File: config.mk
export PLATFORM = sky130hd
export DESIGN_NAME = pc_sequencer_rv32i
export DESIGN_NICKNAME = d
export VERILOG_FILES = /design/src/rtl/pc_sequencer_rv32i_pkg.sv /design/src/rtl/pc_sequencer_rv32i.sv
export SDC_FILE = /design/constraint.sdc
export NUM_CORES = 1
export LEC_CHECK = 0
export BUFFER_PORTS_ARGS = -buffer_cell sky130_fd_sc_hd__buf_2
export CORE_ASPECT_RATIO = 1.4
export CORE_MARGIN = 8
export CORE_UTILIZATION = 48
export CTS_CLUSTER_SIZE = 14
export DETAILED_ROUTE_END_ITERATION = 16
export HOLD_SLACK_MARGIN = 0.08
export PLACE_DENSITY_LB_ADDON = 0.2
export SYNTH_ARGS = -nofsm -noshare
export SYNTH_HDL_FRONTEND = slang
export SYNTH_SLANG_ARGS = --single-unit
File: constraint.sdc
create_clock -name clk -period 2.2 [get_ports clk]
set_clock_uncertainty 0.1 [all_clocks]
set_input_delay 0.44 -clock clk [delete_from_list [all_inputs] [get_ports clk]]
set_output_delay 0.44 -clock clk [all_outputs]
set_load 0.02 [all_outputs]
File: src/rtl/pc_sequencer_rv32i_pkg.sv
// Shared types and constants for the RV32I fetch sequencer.
package pc_sequencer_rv32i_pkg;

  typedef enum logic [2:0] {
    ST_IDLE  = 3'd0,
    ST_FETCH = 3'd1,
    ST_HOLD  = 3'd2,
    ST_DRAIN = 3'd3,
    ST_HALT  = 3'd4
  } state_t;

  localparam logic [31:0] NOP_INST = 32'h0000_0013;
  localparam logic [31:0] PC_INC   = 32'd4;

endpackage

File: src/rtl/pc_sequencer_rv32i.sv
// Architectural PC owner and instruction-fetch sequencer: one outstanding
// imem request, a single held instruction for decode, branch redirect/squash.
module pc_sequencer_rv32i
  import pc_sequencer_rv32i_pkg::*;
#(
  parameter logic [31:0] RESET_PC = 32'h0000_0000,
  parameter int          TIMEOUT  = 255,
  parameter int          CNT_W    = 8
) (
  input  logic        clk,
  input  logic        rst,
  output logic        imem_req,
  output logic [31:0] imem_addr,
  input  logic        imem_ready,
  input  logic [31:0] imem_rdata,
  output logic        inst_valid,
  output logic [31:0] inst,
  output logic [31:0] inst_pc,
  input  logic        inst_ready,
  input  logic        br_valid,
  input  logic        br_taken,
  input  logic [31:0] br_target,
  output logic        trap_misalign,
  output logic        fetch_err
);

  state_t           state_reg;
  logic [31:0]      pc_reg;
  logic [CNT_W-1:0] wdog_reg;
  logic [CNT_W-1:0] wdog_next;
  logic             br_redirect;
  logic             br_misalign;
  logic             wdog_expire;

  always_comb begin
    br_redirect = br_valid & br_taken & (br_target[1:0] == 2'b00);
    br_misalign = br_valid & br_taken & (br_target[1:0] != 2'b00);
    wdog_next   = wdog_reg + 1'b1;
    // Only consulted in FETCH/DRAIN; a zero TIMEOUT disables the watchdog.
    wdog_expire = (TIMEOUT != 0) && !imem_ready && (wdog_next == CNT_W'(TIMEOUT));
  end

  always_ff @(posedge clk) begin
    if (rst) begin
      state_reg     <= ST_IDLE;
      pc_reg        <= RESET_PC;
      wdog_reg      <= '0;
      imem_req      <= 1'b0;
      imem_addr     <= RESET_PC;
      inst_valid    <= 1'b0;
      inst          <= NOP_INST;
      inst_pc       <= RESET_PC;
      trap_misalign <= 1'b0;
      fetch_err     <= 1'b0;
    end else begin
      trap_misalign <= 1'b0;
      wdog_reg      <= '0;
      case (state_reg)
        ST_IDLE: begin
          trap_misalign <= br_misalign;
          state_reg     <= ST_FETCH;
          imem_req      <= 1'b1;
          if (br_redirect) begin
            pc_reg    <= br_target;
            imem_addr <= br_target;
          end else begin
            imem_addr <= pc_reg;
          end
        end
        ST_FETCH: begin
          trap_misalign <= br_misalign;
          if (wdog_expire) begin
            fetch_err  <= 1'b1;
            imem_req   <= 1'b0;
            inst_valid <= 1'b0;
            state_reg  <= ST_HALT;
          end else if (imem_ready) begin
            if (br_redirect) begin
              // Wrong-path response dropped; refetch immediately at the target.
              pc_reg    <= br_target;
              imem_addr <= br_target;
            end else begin
              inst       <= imem_rdata;
              inst_pc    <= pc_reg;
              inst_valid <= 1'b1;
              pc_reg     <= pc_reg + PC_INC;
              imem_req   <= 1'b0;
              state_reg  <= ST_HOLD;
            end
          end else begin
            wdog_reg <= wdog_next;
            if (br_redirect) begin
              // The request is already on the bus; let it complete, then drop it.
              pc_reg    <= br_target;
              state_reg <= ST_DRAIN;
            end
          end
        end
        ST_HOLD: begin
          trap_misalign <= br_misalign;
          if (br_redirect) begin
            inst_valid <= 1'b0;
            pc_reg     <= br_target;
            imem_req   <= 1'b1;
            imem_addr  <= br_target;
            state_reg  <= ST_FETCH;
          end else if (inst_ready) begin
            inst_valid <= 1'b0;
            imem_req   <= 1'b1;
            imem_addr  <= pc_reg;
            state_reg  <= ST_FETCH;
          end
        end
        ST_DRAIN: begin
          trap_misalign <= br_misalign;
          if (wdog_expire) begin
            fetch_err  <= 1'b1;
            imem_req   <= 1'b0;
            inst_valid <= 1'b0;
            state_reg  <= ST_HALT;
          end else if (imem_ready) begin
            state_reg <= ST_FETCH;
            if (br_redirect) begin
              pc_reg    <= br_target;
              imem_addr <= br_target;
            end else begin
              imem_addr <= pc_reg;
            end
          end else begin
            wdog_reg <= wdog_next;
            if (br_redirect) begin
              pc_reg <= br_target;
            end
          end
        end
        ST_HALT: begin
          state_reg <= ST_HALT;
        end
        default: begin
          state_reg <= ST_IDLE;
          imem_req  <= 1'b0;
        end
      endcase
    end
  end

endmodule

Yosys cells after proc, flatten, opt, wreduce, memory -nomap -nowiden:

Index checks and enable logic that the tools add are counted.

* eq/ne operators: 17
* muxes and demuxes: 36
* reduce and logical (&&, ||, !) cells: 20
* bitwise gates (word level): 8
* add/subtract/negate cells: 2

Operators by type and width (count)
* $mux 32: 12
* $pmux 32 s4: 1
* $pmux 32 s3: 1
* $add 32x3->32 const B: 1
* $mux 3: 8
* $pmux 3 s5: 1
* $ne 2x2->1 const B: 6
* $ne 3x3->1 const B: 4
* $mux 1: 11
* $reduce_and 5->1: 2
* $add 8x1->8 const B: 1
* $eq 8x8->1 const B: 1
* $ne 4x4->1 const B: 2
* $reduce_and 4->1: 2
* $reduce_or 4->1: 2
* $reduce_and 7->1: 1
* $eq 3x2->1 const B: 2
* $reduce_bool 3->1: 2
* $reduce_or 2->1: 3
* $not 1->1: 5
* $pmux 1 s5: 1
* $reduce_bool 4->1: 1
* $and 1x1->1: 3
* $eq 3x1->1 const B: 1
* other kinds (9): 9

* bits of input ports: 70
* word-level logic and storage cells: 93
* output and inout bits: 100
* register bits: 143

Longest topological paths before layout:

* word-level depth: 6
* gate-level depth with buffers: 8
* gate-level depth less buffers: 7

Least setup slack after synthesis:

Ideal clock, no wire load.

* path kind: reg2reg
* start point: register pc_reg[2]
* end point: register pc_reg[30]
* buffers on the path: 2
* data required time: 2.036 ns
* period minus slack after synthesis: 2.076 ns
* stages on the path, launching flop included: 9
* setup time: 0.064 ns
* setup slack: 0.124 ns
* data arrival time: 1.912 ns
* path through: dfxtp_1 ha_1 nand2_1 a21o_1 buf_6 or3_1 buf_2 or4_1 nand4_1

* word-level cells in the longest chain between the ends: 5

Ends and longest elaborated chain
* start: declaration: line pc_sequencer_rv32i.sv:28 `logic [31:0] pc_reg;`
* start signal: assignment: line pc_sequencer_rv32i.sv:64 `pc_reg <= br_target;`
* start signal: assignment: line pc_sequencer_rv32i.sv:80 `pc_reg <= br_target;`
* start signal: assignment: line pc_sequencer_rv32i.sv:86 `pc_reg <= pc_reg + PC_INC;`
* $add 32x3->32: line pc_sequencer_rv32i.sv:86
* $mux 32: line pc_sequencer_rv32i.sv:78 `if (br_redirect) begin`
* $mux 32: line pc_sequencer_rv32i.sv:77 `end else if (imem_ready) begin`
* $mux 32: line pc_sequencer_rv32i.sv:72 `if (wdog_expire) begin`
* $pmux 32 s3: line pc_sequencer_rv32i.sv:58 `case (state_reg)`

No other way between the ends. The select of a mux whose other input is x is not followed.
A chain may end at the register's enable or synchronous reset.

Worst setup path in the final report:

* start point: register wdog_reg[0]
* end point: register pc_reg[24]

* word-level cells in the longest chain between the ends: 5
* elaborated cells between the ends (all ways): 6
* those cells by class: add/sub: 1; eq/ne: 3; reduce/logical: 2

Ends and longest elaborated chain
* start: declaration: line pc_sequencer_rv32i.sv:29 `logic [CNT_W-1:0] wdog_reg;`
* start signal: assignment: line pc_sequencer_rv32i.sv:91 `wdog_reg <= wdog_next;`
* start signal: assignment: line pc_sequencer_rv32i.sv:130 `wdog_reg <= wdog_next;`
* $add 8x1->8 *: line pc_sequencer_rv32i.sv:38 `wdog_next = wdog_reg + 1'b1;`
* net wdog_next[0]: line pc_sequencer_rv32i.sv:30 `logic [CNT_W-1:0] wdog_next;`
* $eq 8x8->1 *: line pc_sequencer_rv32i.sv:40 `wdog_expire = (TIMEOUT != 0) && !imem_ready && (wdog_next == CNT_W'(TIMEOUT));`
* $logic_and 1x1->1 *: line pc_sequencer_rv32i.sv:40
* $ne 2x2->1 (no source line)
* $reduce_and 3->1 (no source line) *

Mark *: on every way through the listed nets, which the timed path passes. The rest lies on a longest branch.

==> flow_metrics.py <==
metrics = {
    "outcome": {
        "run_status": "finished with violations",
        "violations": "negative setup slack",
    },
    "sta": {
        "setup_slack_ns": -0.000789,
        "finalHoldViolCount": 0,
        "fmax_mhz": 454,
        "setup_viol": 1,
        "max-slew-margin-rel_pct": 70.8,
        "rsz0062_at_grt": "yes",
        "holdWs_ns": 0.136,
        "timing_worst_slew_pin_value_ns": 0.437,
        "setup_tns_ns": -0.000789,
        "slew_violations": 0,
        "period_share_pct": 100,
        "post-route-min-period_ns": 2.20,
    },
    "placement": {
        "portBuffers": 169,
        "place_area_um2": 7940,
        "pre_cts_ws_ns": -0.0757,
        "gp_congestion": 0.949,
        "placed_cells": 1193,
        "dp_hpwl_um": 15200,
    },
    "floorplanning": {
        "core_area_um2": 13300,
        "die_w_um": 114,
        "rows": 50,
        "io_pins": 170,
        "start_util_pct": 48.8,
        "die_area_um2": 17600,
        "die_y_um": 154,
    },
    "pwr": {
        "p_leak_uw": 0.00355,
        "p_per_area_nw_per_um2": 812,
        "peakVddDrop_v": 0.000524,
    },
    "grt": {
        "grt_max_degree": 85,
        "grt_pass1_vias": 6789,
        "grt_usage_pct": 23.9,
        "grt_pass1_wl_um": 34200,
        "grt_overflow": 0,
        "antenna_found_initial": 0,
    },
    "setup_path": {
        "cpPeakStageDelay_ns": 0.43,
        "cpMostUsedCell": "nor4_1",
        "crit_required_ns": 2.42,
        "r2r-start": "wdog_reg[0]",
        "crit_family": "compound AO/OA/AOI/OAI gates",
        "reg2reg_to": "pc_reg[24]",
        "startpoint_type": "register",
        "critical_path_class": "register to register",
        "rrSetupSlack_ns": -0.0008,
        "critPathArrivalTime_ns": 2.43,
        "rr_worst_depth": 10,
        "critical_path.slowest_cell": "o41ai_4",
        "endpoint_kind": "register",
        "crit_chain": "buf_4 > inv_1 > ha_1 > nand4_1 > buf_6 > o41ai_4 > a21o_1 > buf_12 > nor4_1 > nor4_1",
        "path_max_fanout": 23,
        "crit_cells": 10,
        "crit_buf_inv": 4,
    },
    "synthesis": {
        "async_flop_share_pct": 0,
        "synth_edf_count": 0,
        "syn-num-nets": 916,
        "synth_warnings": 0,
        "synthFlopType": "dfxtp_1",
        "syn_area_per_cell_um2": 7.72,
        "synth_top_area_share_pct": 44.0,
        "synth_most_common_cell": "nand2_1",
        "synthCells": 843,
        "ys_top_cells_by_area": "dfxtp_1, nand2_1, a21oi_1, a311oi_1, o21ai_0",
        "synth-seq-area-share_pct": 44.0,
        "ys_ff_latch": 143,
        "synth_top_area_cell": "dfxtp_1",
        "netlist_top_cells_count": "nand2_1, dfxtp_1, a21oi_1, nor2_1, clkbuf_1",
        "synth_area_um2": 6510,
        "ys_types": 65,
    },
    "min_path": {
        "min_from": "imem_rdata[0]",
        "hold_path_depth": 3,
        "worstHoldPathType": "input port to register",
        "whs_endpoint": "inst[0]",
    },
    "drt": {
        "viasPerCell": 5.70,
        "wl_per_cell_um": 17.4,
        "drtIter0Drc": 713,
        "vias": 7008,
        "drt_first_pass_iters": 5,
        "wl_um": 21400,
        "ant_nets": 0,
        "drc": 0,
    },
    "clock_tree": {
        "cts_root_buffer": "clkbuf_16",
        "htreeDepth": 4,
        "clock_latency_ns": 0.42,
        "cts_tree": "yes",
        "cts_made_buffers": 17,
        "clockBufferDepth": 2,
        "cts_hold_buf": 0,
        "path_clk_slew_ns": 0.06,
        "cts_sinks": 143,
    },
    "final_layout": {
        "drive_gt1_share_pct": 28.4,
        "synthToLayoutAreaGrowth_pct": 34.2,
        "seq_area_um2": 2860,
        "num_antenna_cells": 0,
        "multi_input_area_um2": 3370,
        "finalInstanceArea_um2": 8730,
        "n_fill_cell": 1202,
        "nets": 1108,
        "final_cells": 1230,
    },
    "job": {
        "cap_violations": 0,
    },
}
[placed cells by master (no fill, tap or decap), types with 9 or more instances in the layout]
cell type | Yosys | layout
a211oi_1 | 9 | 9
a21oi_1 | 90 | 89
a311oi_1 | 30 | 30
buf_12 | 0 | 9
buf_2 | 14 | 168
buf_4 | 1 | 65
clkbuf_16 | 0 | 17
dfxtp_1 | 143 | 143
inv_1 | 15 | 15
nand2_1 | 196 | 196
nand3_1 | 21 | 20
nand4_1 | 11 | 11
nor2_1 | 64 | 62
nor4_1 | 14 | 13
o21ai_0 | 52 | 51
[how the worst max path moves through the flow]
stage                startpoint          to  slack (ns)
floorplan             pc_reg[2]  pc_reg[30]        0.12
global placement    wdog_reg[0]  pc_reg[28]        0.02
detailed placement  wdog_reg[0]  pc_reg[24]       -0.08
CTS                 wdog_reg[1]  pc_reg[30]      -0.007
global route        wdog_reg[0]  pc_reg[30]       -0.08
finish              wdog_reg[0]  pc_reg[24]     -0.0008
[where the power goes]
group          switching (uW)  internal [uW]  total [uW]
combinational             572            337         909
sequential               77.6           2720        2800
clock                    1150           2240        3390
[worst min-delay path, cell delays in order]
cell and delay [ns]:
buf_2 0.08, nand2_1 0.04, nand3b_1 0.07
[per-stage QoR]
step                utilization [%]  total power (uW)
floorplan                         -              3370
CTS                            65.0              7140
global placement               59.6              3750
finish                         65.5              7090
detailed placement             59.6              3760
global route                   65.5              7330
[area by class of cell]
cell class	count	area share [%]
sequential	143	32.8
timing repair buffer	243	17.4
inverter	16	0.688
multi-input combinational	614	38.6
clock buffer	17	4.87
clock inverter	15	3.04
tap	182	2.61
[kinds of logic after synthesis]
| family | after synthesis | synth area share, % |
|---|---|---|
| simple gates | 356 | 24.5 |
| flops | 143 | 44.0 |
| fa+ha+maj | 3 | 0.577 |
| compound gates | 247 | 24.3 |
| xor+xnor | 6 | 0.808 |
| mux | 1 | 0.173 |
| buf+inv | 87 | 5.58 |
[timing repair]
action	CTS	global route
pin swaps	0	1
setup buffers	0	4
gates resized for setup	5	5
setup endpoints to repair	24	24
gates cloned	0	1
[metal layers]
layer / track usage (%) / up-vias / share of wire [%] / wire, um
li1: - / 3381 / - / -
met1: 28.1 / 3274 / 40 / 8640
met2: 39.4 / 308 / 48 / 10400
met3: 6.98 / 45 / 8.7 / 1870
met4: 9.99 / 0 / 2.5 / 540
met5: 0 / - / 0 / 0
Power figures use the tool's default switching activity.
